`src/rtl/apb4_master_ctrl.sv`:
```
// APB4 master: turns valid/ready commands into APB4 transfers with PSTRB/PPROT, a wait-state timeout and slave-select decode errors.
// Latency: zero-wait transfer answers 3 cycles after acceptance; a decode error answers 2 cycles after acceptance; back-to-back at 1 transfer per 2 cycles.
// Backpressure: cmd_ready is high only in IDLE or in the last ACCESS cycle; rsp_valid is a single-cycle pulse with no backpressure.
//
// Ports:
//   PCLK, PRESETn                 clock, asynchronous active-low reset
//   cmd_valid/cmd_ready           command handshake
//   cmd_write/addr/wdata/strb/prot/sel   command payload (sel = slave index)
//   rsp_valid/rdata/err/timeout   response pulse, one per accepted command
//   PSEL..PPROT                   registered APB4 request outputs
//   PRDATA/PREADY/PSLVERR         APB4 completer inputs
module apb4_master_ctrl #(
  parameter int ADDR_WIDTH     = 8,
  parameter int DATA_WIDTH     = 16,
  parameter int SLAVES_NUM     = 4,
  parameter int TIMEOUT_CYCLES = 16
) (
  input  logic                          PCLK,
  input  logic                          PRESETn,
  input  logic                          cmd_valid,
  output logic                          cmd_ready,
  input  logic                          cmd_write,
  input  logic [ADDR_WIDTH-1:0]         cmd_addr,
  input  logic [DATA_WIDTH-1:0]         cmd_wdata,
  input  logic [DATA_WIDTH/8-1:0]       cmd_strb,
  input  logic [2:0]                    cmd_prot,
  input  logic [$clog2(SLAVES_NUM)-1:0] cmd_sel,
  output logic                          rsp_valid,
  output logic [DATA_WIDTH-1:0]         rsp_rdata,
  output logic                          rsp_err,
  output logic                          rsp_timeout,
  output logic [SLAVES_NUM-1:0]         PSEL,
  output logic                          PENABLE,
  output logic [ADDR_WIDTH-1:0]         PADDR,
  output logic                          PWRITE,
  output logic [DATA_WIDTH-1:0]         PWDATA,
  output logic [DATA_WIDTH/8-1:0]       PSTRB,
  output logic [2:0]                    PPROT,
  input  logic [DATA_WIDTH-1:0]         PRDATA,
  input  logic                          PREADY,
  input  logic                          PSLVERR
);

  localparam int STRB_WIDTH = DATA_WIDTH / 8;
  // Counter only has to reach TIMEOUT_CYCLES-1.
  localparam int CNT_WIDTH = (TIMEOUT_CYCLES > 1) ? $clog2(TIMEOUT_CYCLES) : 1;
  localparam logic [CNT_WIDTH-1:0] CNT_LAST =
      CNT_WIDTH'((TIMEOUT_CYCLES > 0) ? TIMEOUT_CYCLES - 1 : 0);
  localparam bit TIMEOUT_EN = (TIMEOUT_CYCLES > 0);

  typedef enum logic [1:0] {
    S_IDLE   = 2'd0,
    S_SETUP  = 2'd1,
    S_ACCESS = 2'd2,
    S_DECERR = 2'd3
  } state_e;

  state_e                  state_q;
  logic                    ready_en_q;
  logic [CNT_WIDTH-1:0]    wait_cnt_q;
  logic [SLAVES_NUM-1:0]   psel_q;
  logic                    penable_q;
  logic [ADDR_WIDTH-1:0]   paddr_q;
  logic                    pwrite_q;
  logic [DATA_WIDTH-1:0]   pwdata_q;
  logic [STRB_WIDTH-1:0]   pstrb_q;
  logic [2:0]              pprot_q;
  logic                    rsp_valid_q;
  logic [DATA_WIDTH-1:0]   rsp_rdata_q;
  logic                    rsp_err_q;
  logic                    rsp_timeout_q;

  logic                    xfer_done;
  logic                    xfer_abort;
  logic                    accept;
  logic                    sel_ok;
  logic [SLAVES_NUM-1:0]   sel_onehot;

  assign xfer_done  = (state_q == S_ACCESS) && PREADY;
  assign xfer_abort = TIMEOUT_EN && (state_q == S_ACCESS) && !PREADY && (wait_cnt_q == CNT_LAST);

  // ready_en_q keeps cmd_ready low through reset and the first cycle after it.
  assign cmd_ready  = ready_en_q && ((state_q == S_IDLE) || xfer_done || xfer_abort);
  assign accept     = cmd_valid && cmd_ready;

  assign sel_ok     = (32'(cmd_sel) < SLAVES_NUM);
  assign sel_onehot = sel_ok ? (SLAVES_NUM'(1) << cmd_sel) : '0;

  always_ff @(posedge PCLK or negedge PRESETn) begin
    if (!PRESETn) begin
      state_q       <= S_IDLE;
      ready_en_q    <= 1'b0;
      wait_cnt_q    <= '0;
      psel_q        <= '0;
      penable_q     <= 1'b0;
      paddr_q       <= '0;
      pwrite_q      <= 1'b0;
      pwdata_q      <= '0;
      pstrb_q       <= '0;
      pprot_q       <= '0;
      rsp_valid_q   <= 1'b0;
      rsp_rdata_q   <= '0;
      rsp_err_q     <= 1'b0;
      rsp_timeout_q <= 1'b0;
    end else begin
      ready_en_q    <= 1'b1;
      rsp_valid_q   <= 1'b0;
      rsp_rdata_q   <= '0;
      rsp_err_q     <= 1'b0;
      rsp_timeout_q <= 1'b0;

      case (state_q)
        S_SETUP: begin
          state_q    <= S_ACCESS;
          penable_q  <= 1'b1;
          wait_cnt_q <= '0;
        end
        S_ACCESS: begin
          if (xfer_done) begin
            rsp_valid_q <= 1'b1;
            rsp_err_q   <= PSLVERR;
            rsp_rdata_q <= (!pwrite_q && !PSLVERR) ? PRDATA : '0;
            state_q     <= S_IDLE;
            psel_q      <= '0;
            penable_q   <= 1'b0;
          end else if (xfer_abort) begin
            rsp_valid_q   <= 1'b1;
            rsp_err_q     <= 1'b1;
            rsp_timeout_q <= 1'b1;
            state_q       <= S_IDLE;
            psel_q        <= '0;
            penable_q     <= 1'b0;
          end else begin
            wait_cnt_q <= wait_cnt_q + CNT_WIDTH'(1);
          end
        end
        S_DECERR: begin
          rsp_valid_q <= 1'b1;
          rsp_err_q   <= 1'b1;
          state_q     <= S_IDLE;
        end
        default: ;
      endcase

      // A new command (from IDLE or the final ACCESS cycle) overrides the IDLE return above.
      if (accept) begin
        paddr_q   <= cmd_addr;
        pwrite_q  <= cmd_write;
        pwdata_q  <= cmd_wdata;
        pstrb_q   <= cmd_write ? cmd_strb : '0;
        pprot_q   <= cmd_prot;
        psel_q    <= sel_onehot;
        penable_q <= 1'b0;
        state_q   <= sel_ok ? S_SETUP : S_DECERR;
      end
    end
  end

  assign PSEL        = psel_q;
  assign PENABLE     = penable_q;
  assign PADDR       = paddr_q;
  assign PWRITE      = pwrite_q;
  assign PWDATA      = pwdata_q;
  assign PSTRB       = pstrb_q;
  assign PPROT       = pprot_q;
  assign rsp_valid   = rsp_valid_q;
  assign rsp_rdata   = rsp_rdata_q;
  assign rsp_err     = rsp_err_q;
  assign rsp_timeout = rsp_timeout_q;

endmodule

```
`config.mk`:
```
export PLATFORM = sky130hd
export DESIGN_NAME = apb4_master_ctrl
export DESIGN_NICKNAME = d
export VERILOG_FILES = /design/src/rtl/apb4_master_ctrl.sv
export SDC_FILE = /design/constraint.sdc
export NUM_CORES = 1
export LEC_CHECK = 0
export CORE_ASPECT_RATIO = 1.5
export CORE_MARGIN = 2
export CORE_UTILIZATION = 41
export CTS_CLUSTER_SIZE = 30
export DETAILED_ROUTE_END_ITERATION = 12
export PLACE_DENSITY = 0.79
export SLEW_MARGIN = 5
export SYNTH_ARGS = -nofsm -noshare
export SYNTH_HDL_FRONTEND = slang
export SYNTH_SLANG_ARGS = --single-unit
```
`constraint.sdc`:
```
create_clock -name PCLK -period 2.1 [get_ports PCLK]
set_input_delay 0.525 -clock PCLK [delete_from_list [all_inputs] [get_ports PCLK]]
set_output_delay 0.525 -clock PCLK [all_outputs]
set_load 0.02 [all_outputs]
```
# Word-level counts from Yosys, hierarchy flattened
# Index checks and enable logic that the tools add are counted.
# totals
regBits	61
out_inout_bits	55
# classes
n_addsub	1
eq_ne	7
shift	1
n_mux	26
reduce_logical	21
# ops
cell	n
two-way mux 16 bit	3
two-way mux 4 bit	6
two-way mux 1 bit	8
two-way mux 2 bit	4
case mux 4 bit (2 select lines)	1
logical AND 1 bit	6
case mux 1 bit (2 select lines)	3
case mux 2 bit (3 select lines)	1
AND reduction 2 bit	3
nonzero test 3 bit	2
adder 4 x 1 -> 4 bit (second input constant)	1
== test 2 bit (second input constant)	2
== test 4 bit (second input constant)	1
inequality test 2 bit (second input constant)	2
inequality test 4 bit (second input constant)	1
nonzero test 2 bit	2
nonzero test 4 bit	1
<< shifter 1 x 2 -> 4 bit (first input constant)	1
zero test 1 bit	3
AND reduction 3 bit	1
== test 2 x 1 -> 1 bit (second input constant)	1
zero test 2 bit	1
logical OR 1 bit	2

# Longest topological paths before layout
# Gate-level depths: netlist of run 1.
# logic_depth
depth_word	8
mapped_depth	6
mapped_depth_nobuf	5

# Worst setup path before layout of run 1
# OpenSTA, ideal clock, no wires.
# synth_path
kind	reg-to-output
startpoint	register state_q[0]
endpoint	output cmd_ready
t_arrival_ns	1.427
required_ns	1.575
path_slack_ns	0.148
path_stages_with_launch	5
cell_sequence	dfrtp_1 > inv_1 > ha_1 > nand4_4 > a21boi_0
# synth_via
elab_chain_len	5
elab_cells_between_ends	8
cone_classes	eq/ne: 1; reduce/logical: 7
# synth_rtl
item	line_no	text
from (decl)	58	state_e state_q;
from (signal assigned)	154	state_q <= sel_ok ? S_SETUP : S_DECERR;
== test 2 bit	79, 80	
logical AND 1 bit (on tied branches)	79, 80	
logical OR 1 bit or logical AND 1 bit (tied branches)	83, 80	
logical OR 1 bit *	83	assign cmd_ready = ready_en_q && ((state_q == S_IDLE) || xfer_done || xfer_abort);
logical AND 1 bit *	83	
to (decl)	21	output logic cmd_ready,
# Every way passes the cells marked *; elsewhere a longest branch is shown, timed or not.

# Worst setup path in the final report of run 1
# Same ends and word-level chain as after synthesis.

==> results.md, run 1 <==
* Status: complete, no violations
* FF-to-FF path depth at 7
* FF+latch count, synth at 61
* Num rows at 34
* Most used DFF post-synth: dfrtp_1
* Syn avg cell area at 14.2 um^2
* Largest net degree at the start of global routing at 62
* Die X at 66.4 um
* TritonCTS clock tree: yes
* WHS at 0.174 ns
* Final wirelength at 5580 um
* Post-route ant nets at 0
* Period utilisation layout at 0.952
* H-tree depth at 3
* N_diodes at 0
* Setup ws final at 0.101 ns
* Synth unique cells at 29
* Initial antenna violation count at 0
* Vias in the first global route at 1875
* Num Clock Sinks at 61
* Skew-Pair Late Insertion Delay at 0.34 ns
* Seq pwr share at 0.350
* Fraction of layout cells with a size suffix above 1 at 0.213
* Post-synthesis sequential area ratio at 0.637
* Worst EP required at 1.57 ns
* Post-CTS setup buffer count at 0
* Top post-synthesis cells by count: dfrtp_1 (61), mux2_2 (30), and2_1 (16), inv_1 (8), nand2_1 (8)
* Gate power share at 0.446
* Fin. max-slew vios at 0
* DP Wirelength at 4050 um
* Worst Setup Start Kind: flop
* Area growth syn-to-layout at 60.0%
* Vias per cell at 4.80
* Max Freq at 500 MHz
* RSZ-0062 raised after global routing: no
* Largest cells by area after synthesis: dfrtp_1 (64%), mux2_2 (14%), and2_1 (4.2%), ha_1 (2.6%), a32o_1 (1.7%)
* DR WL/cell at 15.0 um
* Max clock buf depth at 2
* # DRC at 0
* Async S/R FF share, synth at 1.00
* Core Area at 0.00574 mm^2
* Area leader, netlist: dfrtp_1
* CTS buffer count at 9
* Final setup fails at 0
* Gr ovfl total at 0
* Die outline height at 97.7 um
* Clock skew at 0.00699 ns
* Crit-path max FO at 4
* Count leader, synth: dfrtp_1
* Critical Path Sink Type: output pin
* Routability cong. at 0.735
* Worst Hold Class: input pin to async pin
* Global-route wire length before repair at 8990 um
* Sw Share at 0.338
* Fin crit period at 2.00 ns
* Max-Cap Viols at 0
* Capturing point of the worst reg2reg path: PADDR[4]
* Clock Root Buffer: clkbuf_8
* WP data arrival at 1.47 ns
* Clock Pin Slew Worst Setup and Hold Paths at 0.07 ns
* Routed vias at 1790
* Drt first pass iters at 4
* YS warnings at 0
* EDFF count, synth at 0
* Final Hold Vio Count at 0
* Cell Pwr Density at 1330 mW/mm^2
* IR drop worst, VDD at 0.947 mV
* Psw at 1720 uW
* PortBufs at 107
* R2r setup slk at 0.24 ns
* Post-Syn Nets at 227
* P_int at 3370 uW
* Synthesized netlist cell count at 169
* Clock power frac at 0.204
* Die area at 0.00649 mm^2
* FF-to-FF Start: state_q[0]
* IO Pins at 108
* Initial DRC Count at 88
* Post-synth top area share at 0.637
* Synth Cell Area at 0.00240 mm^2
* Final nets at 354
* DP Worst Slack at -0.353 ns
* Setup CP Type: flop to output pin
* Leak at 0.00169 uW
* GRT Total Usage at 0.186
* Initial Util at 0.417
==> placed cells by master (no fill, tap or decap), drive strengths merged, types with 3 or more instances in the layout <==
cell type and n:
nor2 3, ha 5, inv 8, mux2 30, a21oi 3, dfrtp 61
and2 16, clkbuf 12, nand2 8, a32o 4, mux2i 3, clkdlybuf4s50 105
nand3 4, buf 16
==> routing by layer <==
| layer | GRT usage | share of wire | vias up |
|---|---|---|---|
| met3 | 0.0371 | 0.039 | 18 |
| met1 | 0.200 | 0.38 | 870 |
| met5 | 0 | 0 | - |
| li1 | - | - | 839 |
| met4 | 0.129 | 0.041 | 0 |
| met2 | 0.315 | 0.54 | 63 |
==> critical path, stage by stage (launching register included) <==
cell and delay (ns):
dfrtp_1 0.38, inv_1 0.08, ha_2 0.24, nand4_4 0.11, a21boi_1 0.14, buf_2 0.18
==> area by class of cell <==
cell class / count / area (um^2)
Fill cell: 444 / 1910
Inverter: 8 / 30.0
Clock inverter: 4 / 47.5
Clock buffer: 12 / 145
Multi-Input combinational cell: 95 / 806
Tap cell: 72 / 90.1
Sequential cell: 61 / 1530
Timing Repair Buffer: 121 / 1190
==> power groups by stage <==
stage | clock [uW] | combinational [uW] | sequential (uW)
after detailed placement | 0 | 2280 | 1800
after global routing | 1100 | 2410 | 1840
after CTS | 1050 | 2290 | 1790
after global placement | 0 | 2240 | 1780
final | 1040 | 2270 | 1780
after floorplan | 0 | 691 | 2250
==> worst max-delay path by stage <==
stage / start / end / slack [ns] / cells after the start
3_3_place_gp: PREADY / cmd_ready / -0.32 / 4
6_report: state_q[0] / cmd_ready / 0.10 / 5
2_1_floorplan: state_q[0] / cmd_ready / 0.15 / 4
3_5_place_dp: PREADY / cmd_ready / -0.35 / 4
5_1_grt: state_q[0] / cmd_ready / 0.02 / 6
4_1_cts: state_q[0] / cmd_ready / 0.03 / 5
==> repair_timing <==
item	CTS	global route
setup endpoints to repair	1	1
hold buffers	0	0
resized for setup	7	1
pin swaps	0	0
==> state kept, by name (all words and copies together), names as in the netlist, 2 cells and up <==
| register | count |
|---|---|
| PADDR | 8 |
| PPROT | 3 |
| PSEL | 4 |
| PSTRB | 2 |
| PWDATA | 16 |
| rsp_rdata | 16 |
| state_q | 2 |
| wait_cnt_q | 4 |
==> cells by family after synthesis <==
logic type	after synthesis	synth area share
fa+ha+maj	5	0.0261
compound gates	17	0.0574
flops	61	0.637
mux	33	0.153
other cells	1	0.00156
simple gates	39	0.0950
buf+inv	13	0.0298
==> stage by stage <==
stage                     area [um^2]  cells  total power (uW)  utilization  setup TNS (ns)
after CTS                        3840    373              5130        0.668               0
after detailed placement         3640    357              4070        0.634          -0.855
after global placement           3640    357              4020        0.634          -0.513
after floorplan                  2400    169              2940            -               0
after global routing             3840    373              5350        0.668               0
final                            3840    373              5080        0.668               0
Note: power is estimated with default switching activity, not from simulation.
==> run 2: changes to the inputs <==
--- a/config.mk
+++ b/config.mk
@@ -7,10 +7,10 @@
 export LEC_CHECK = 0
 export CORE_ASPECT_RATIO = 1.5
 export CORE_MARGIN = 2
-export CORE_UTILIZATION = 41
+export CORE_UTILIZATION = 44
 export CTS_CLUSTER_SIZE = 30
 export DETAILED_ROUTE_END_ITERATION = 12
-export PLACE_DENSITY = 0.79
+export PLACE_DENSITY = 0.84
 export SLEW_MARGIN = 5
 export SYNTH_ARGS = -nofsm -noshare
 export SYNTH_HDL_FRONTEND = slang
==> constraint.sdc (replaced) <==
create_clock -name PCLK -period 2.5 [get_ports PCLK]
set_input_delay 0.625 -clock PCLK [delete_from_list [all_inputs] [get_ports PCLK]]
set_output_delay 0.625 -clock PCLK [all_outputs]
set_load 0.02 [all_outputs]
==> run 2 against run 1 <==
Against the previous run:
- sequential power down 16%
- register-to-register slack better by 0.37 ns
- routed wire length down 5.1%
- power down 20%
- first-iteration DRC count down 17%
- utilization up 5.1 points
- sequential cell count unchanged
- largest cell class unchanged
- largest power group unchanged
==> results.md, run 2 (synthesized netlist as in run 1, its figures left out) <==
* Status: complete, no violations (unchanged)
* Design Area, Final at 0.00374 mm^2 (was 0.00384 mm^2)
* Gr ovfl total at 0 (unchanged)
* CTS buffer count at 9 (unchanged)
* Die outline height at 94.4 um (was 97.7 um)
* WHS at 0.279 ns (was 0.174 ns)
* Fin crit period at 2.38 ns
* Most frequent cells in the layout: clkdlybuf4s50_1 (105), dfrtp_1 (61), mux2_2 (30) (unchanged)
* GRT Total Usage at 0.190 (was 0.186)
* Commonest non-fill, non-tap cell in the layout: clkdlybuf4s50_1 (unchanged)
* Clock Root Buffer: clkbuf_8 (unchanged)
* Initial antenna violation count at 0 (unchanged)
* Max clock buf depth at 2 (unchanged)
* Worst EP required at 1.88 ns (was 1.57 ns)
* Leak at 0.00165 uW (was 0.00169 uW)
* Num Clock Sinks at 61 (unchanged)
* Worst Hold Class: input pin to async pin (unchanged)
* Clock Pin Slew Worst Setup and Hold Paths at 0.07 ns (about the same)
* Vias per cell at 4.73 (was 4.80)
* PortBufs at 107 (unchanged)
* Setup ws final at 0.116 ns (was 0.101 ns)
* Fin. max-slew vios at 0 (unchanged)
* Fill count at 364 (was 444)
* Crit path buffers/inverters at 2 (unchanged)
* Die X at 64.3 um (was 66.4 um)
* Cell Chain, Critical Path: clkdlybuf4s50_1, a21oi_1, a21boi_0, dlygate4sd2_1 (was inv_1, ha_2, nand4_4, a21boi_1, buf_2)
* Clock skew at 0.00692 ns (was 0.00699 ns)
* Slowest stage delay, CP at 0.50 ns (was 0.38 ns)
* Final wirelength at 5300 um (was 5580 um)
* Die area at 0.00607 mm^2 (was 0.00649 mm^2)
* Final setup fails at 0 (unchanged)
* RSZ-0062 raised after global routing: no (unchanged)
* Initial Util at 0.461 (was 0.417)
* Setup CP Type: input pin to output pin (was flop to output pin)
* # DRC at 0 (unchanged)
* CP max stage cell: clkdlybuf4s50_1 (was dfrtp_1)
* Hold-fix buffer count after cts at 0 (unchanged)
* CP Depth at 4 (was 5)
* Final nets at 347 (was 354)
* IR drop worst, VDD at 0.629 mV (was 0.947 mV)
* FF-to-FF Start: state_q[0] (unchanged)
* Capturing point of the worst reg2reg path: PWDATA[1] (was PADDR[4])
* Critical Path Sink Type: output pin (unchanged)
* TritonCTS clock tree: yes (unchanged)
* N_diodes at 0 (unchanged)
* Final Hold Vio Count at 0 (unchanged)
* Num rows at 32 (was 34)
* Area growth syn-to-layout at 56.1% (was 60.0%)
* Max Freq at 420 MHz
* Rel. slew slack at 0.627
* Drt first pass iters at 4 (unchanged)
* H-tree depth at 3 (unchanged)
* Vias in the first global route at 1830 (was 1875)
* Largest net degree at the start of global routing at 39 (was 62)
* DR WL/cell at 14.6 um (was 15.0 um)
* Initial DRC Count at 73 (was 88)
* Global-route wire length before repair at 8540 um (was 8990 um)
* Setup TNS at 0 ns (unchanged)
* Worst-Margin Slew at 0.560 ns
* FF-to-FF path depth at 7 (unchanged)
* R2r setup slk at 0.61 ns (was 0.24 ns)
* DP Worst Slack at -0.182 ns (was -0.353 ns)
* Cell Pwr Density at 1080 mW/mm^2 (was 1330 mW/mm^2)
* Period utilisation layout at 0.953
* WP data arrival at 1.76 ns (was 1.47 ns)
* Routed vias at 1713 (was 1790)
* Skew-Pair Late Insertion Delay at 0.33 ns (was 0.34 ns)
* Worst Setup Start Kind: input pin (was flop)
* Routability cong. at 0.851 (was 0.735)
* Crit-path max FO at 2 (was 4)
* Post-route ant nets at 0 (unchanged)
* Fraction of layout cells with a size suffix above 1 at 0.184 (was 0.213)
* Family with the most delay on the worst path: buffers and inverters (was flip-flops)
* Dpl cell area at 0.00358 mm^2 (was 0.00364 mm^2)
* DP Wirelength at 3920 um (was 4050 um)
* IO Pins at 108 (unchanged)
* Max-Cap Viols at 0 (unchanged)
* Core Area at 0.00520 mm^2 (was 0.00574 mm^2)
-- run 2: cell count changes in the layout (fill, tap and decap cells not counted), sizes merged --
cell / delta
buf: -8
bufinv: -1
clkbuf: -1
clkinv: +2
dlygate4sd2: +1
-- run 2: what timing repair did --
item,CTS,global route
gates resized for setup,1,0
setup endpoints to repair,1,0
setup buffers,0,0
-- run 2: area by class of cell --
class	instances	area (um^2)	area share
Multi-Input combinational cell	95	800	0.214
Tap cell	68	85.1	0.0227
Sequential cell	61	1530	0.408
Clock buffer	11	131	0.0351
Timing Repair Buffer	114	1140	0.305
Clock inverter	5	27.5	0.00736
Inverter	8	30.0	0.00802
-- run 2: worst register-to-register path, delay by kind of cell (launching register included) --
| family | cells | cell delay [ns] |
|---|---|---|
| adders and majority gates | 1 | 0.24 |
| buffers and inverters | 3 | 0.51 |
| AOI/OAI and AO/OA | 1 | 0.14 |
| DFF | 1 | 0.40 |
| and+or+nand+nor | 1 | 0.11 |
| muxes | 1 | 0.38 |
-- run 2: how the worst max path moves through the flow --
stage                from        end  slack, ns
2_1_floorplan  state_q[0]  cmd_ready       0.45
5_1_grt        state_q[0]  cmd_ready       0.04
3_3_place_gp       PREADY  cmd_ready      -0.17
6_report           PREADY  cmd_ready       0.12
3_5_place_dp       PREADY  cmd_ready      -0.18
4_1_cts            PREADY  cmd_ready       0.10
-- run 2: report_power, final --
| group | internal [uW] | switching (uW) |
|---|---|---|
| registers | 1320 | 175 |
| clock network | 353 | 363 |
| logic | 971 | 858 |
-- run 2: layer usage --
| layer | share of wire | up-vias | track usage |
|---|---|---|---|
| met2 | 0.54 | 63 | 0.320 |
| met1 | 0.37 | 819 | 0.209 |
| li1 | - | 825 | - |
| met3 | 0.075 | 6 | 0.0679 |
| met4 | 0.015 | 0 | 0.101 |
| met5 | 0 | - | 0 |
-- run 2: through the flow --
stage               power, uW  utilization  cells
finish                   4040        0.719    362
global route             4280        0.719    362
CTS                      4100        0.719    362
detailed placement       3370        0.689    346
global placement         3320        0.689    346
floorplan                2470            -    169
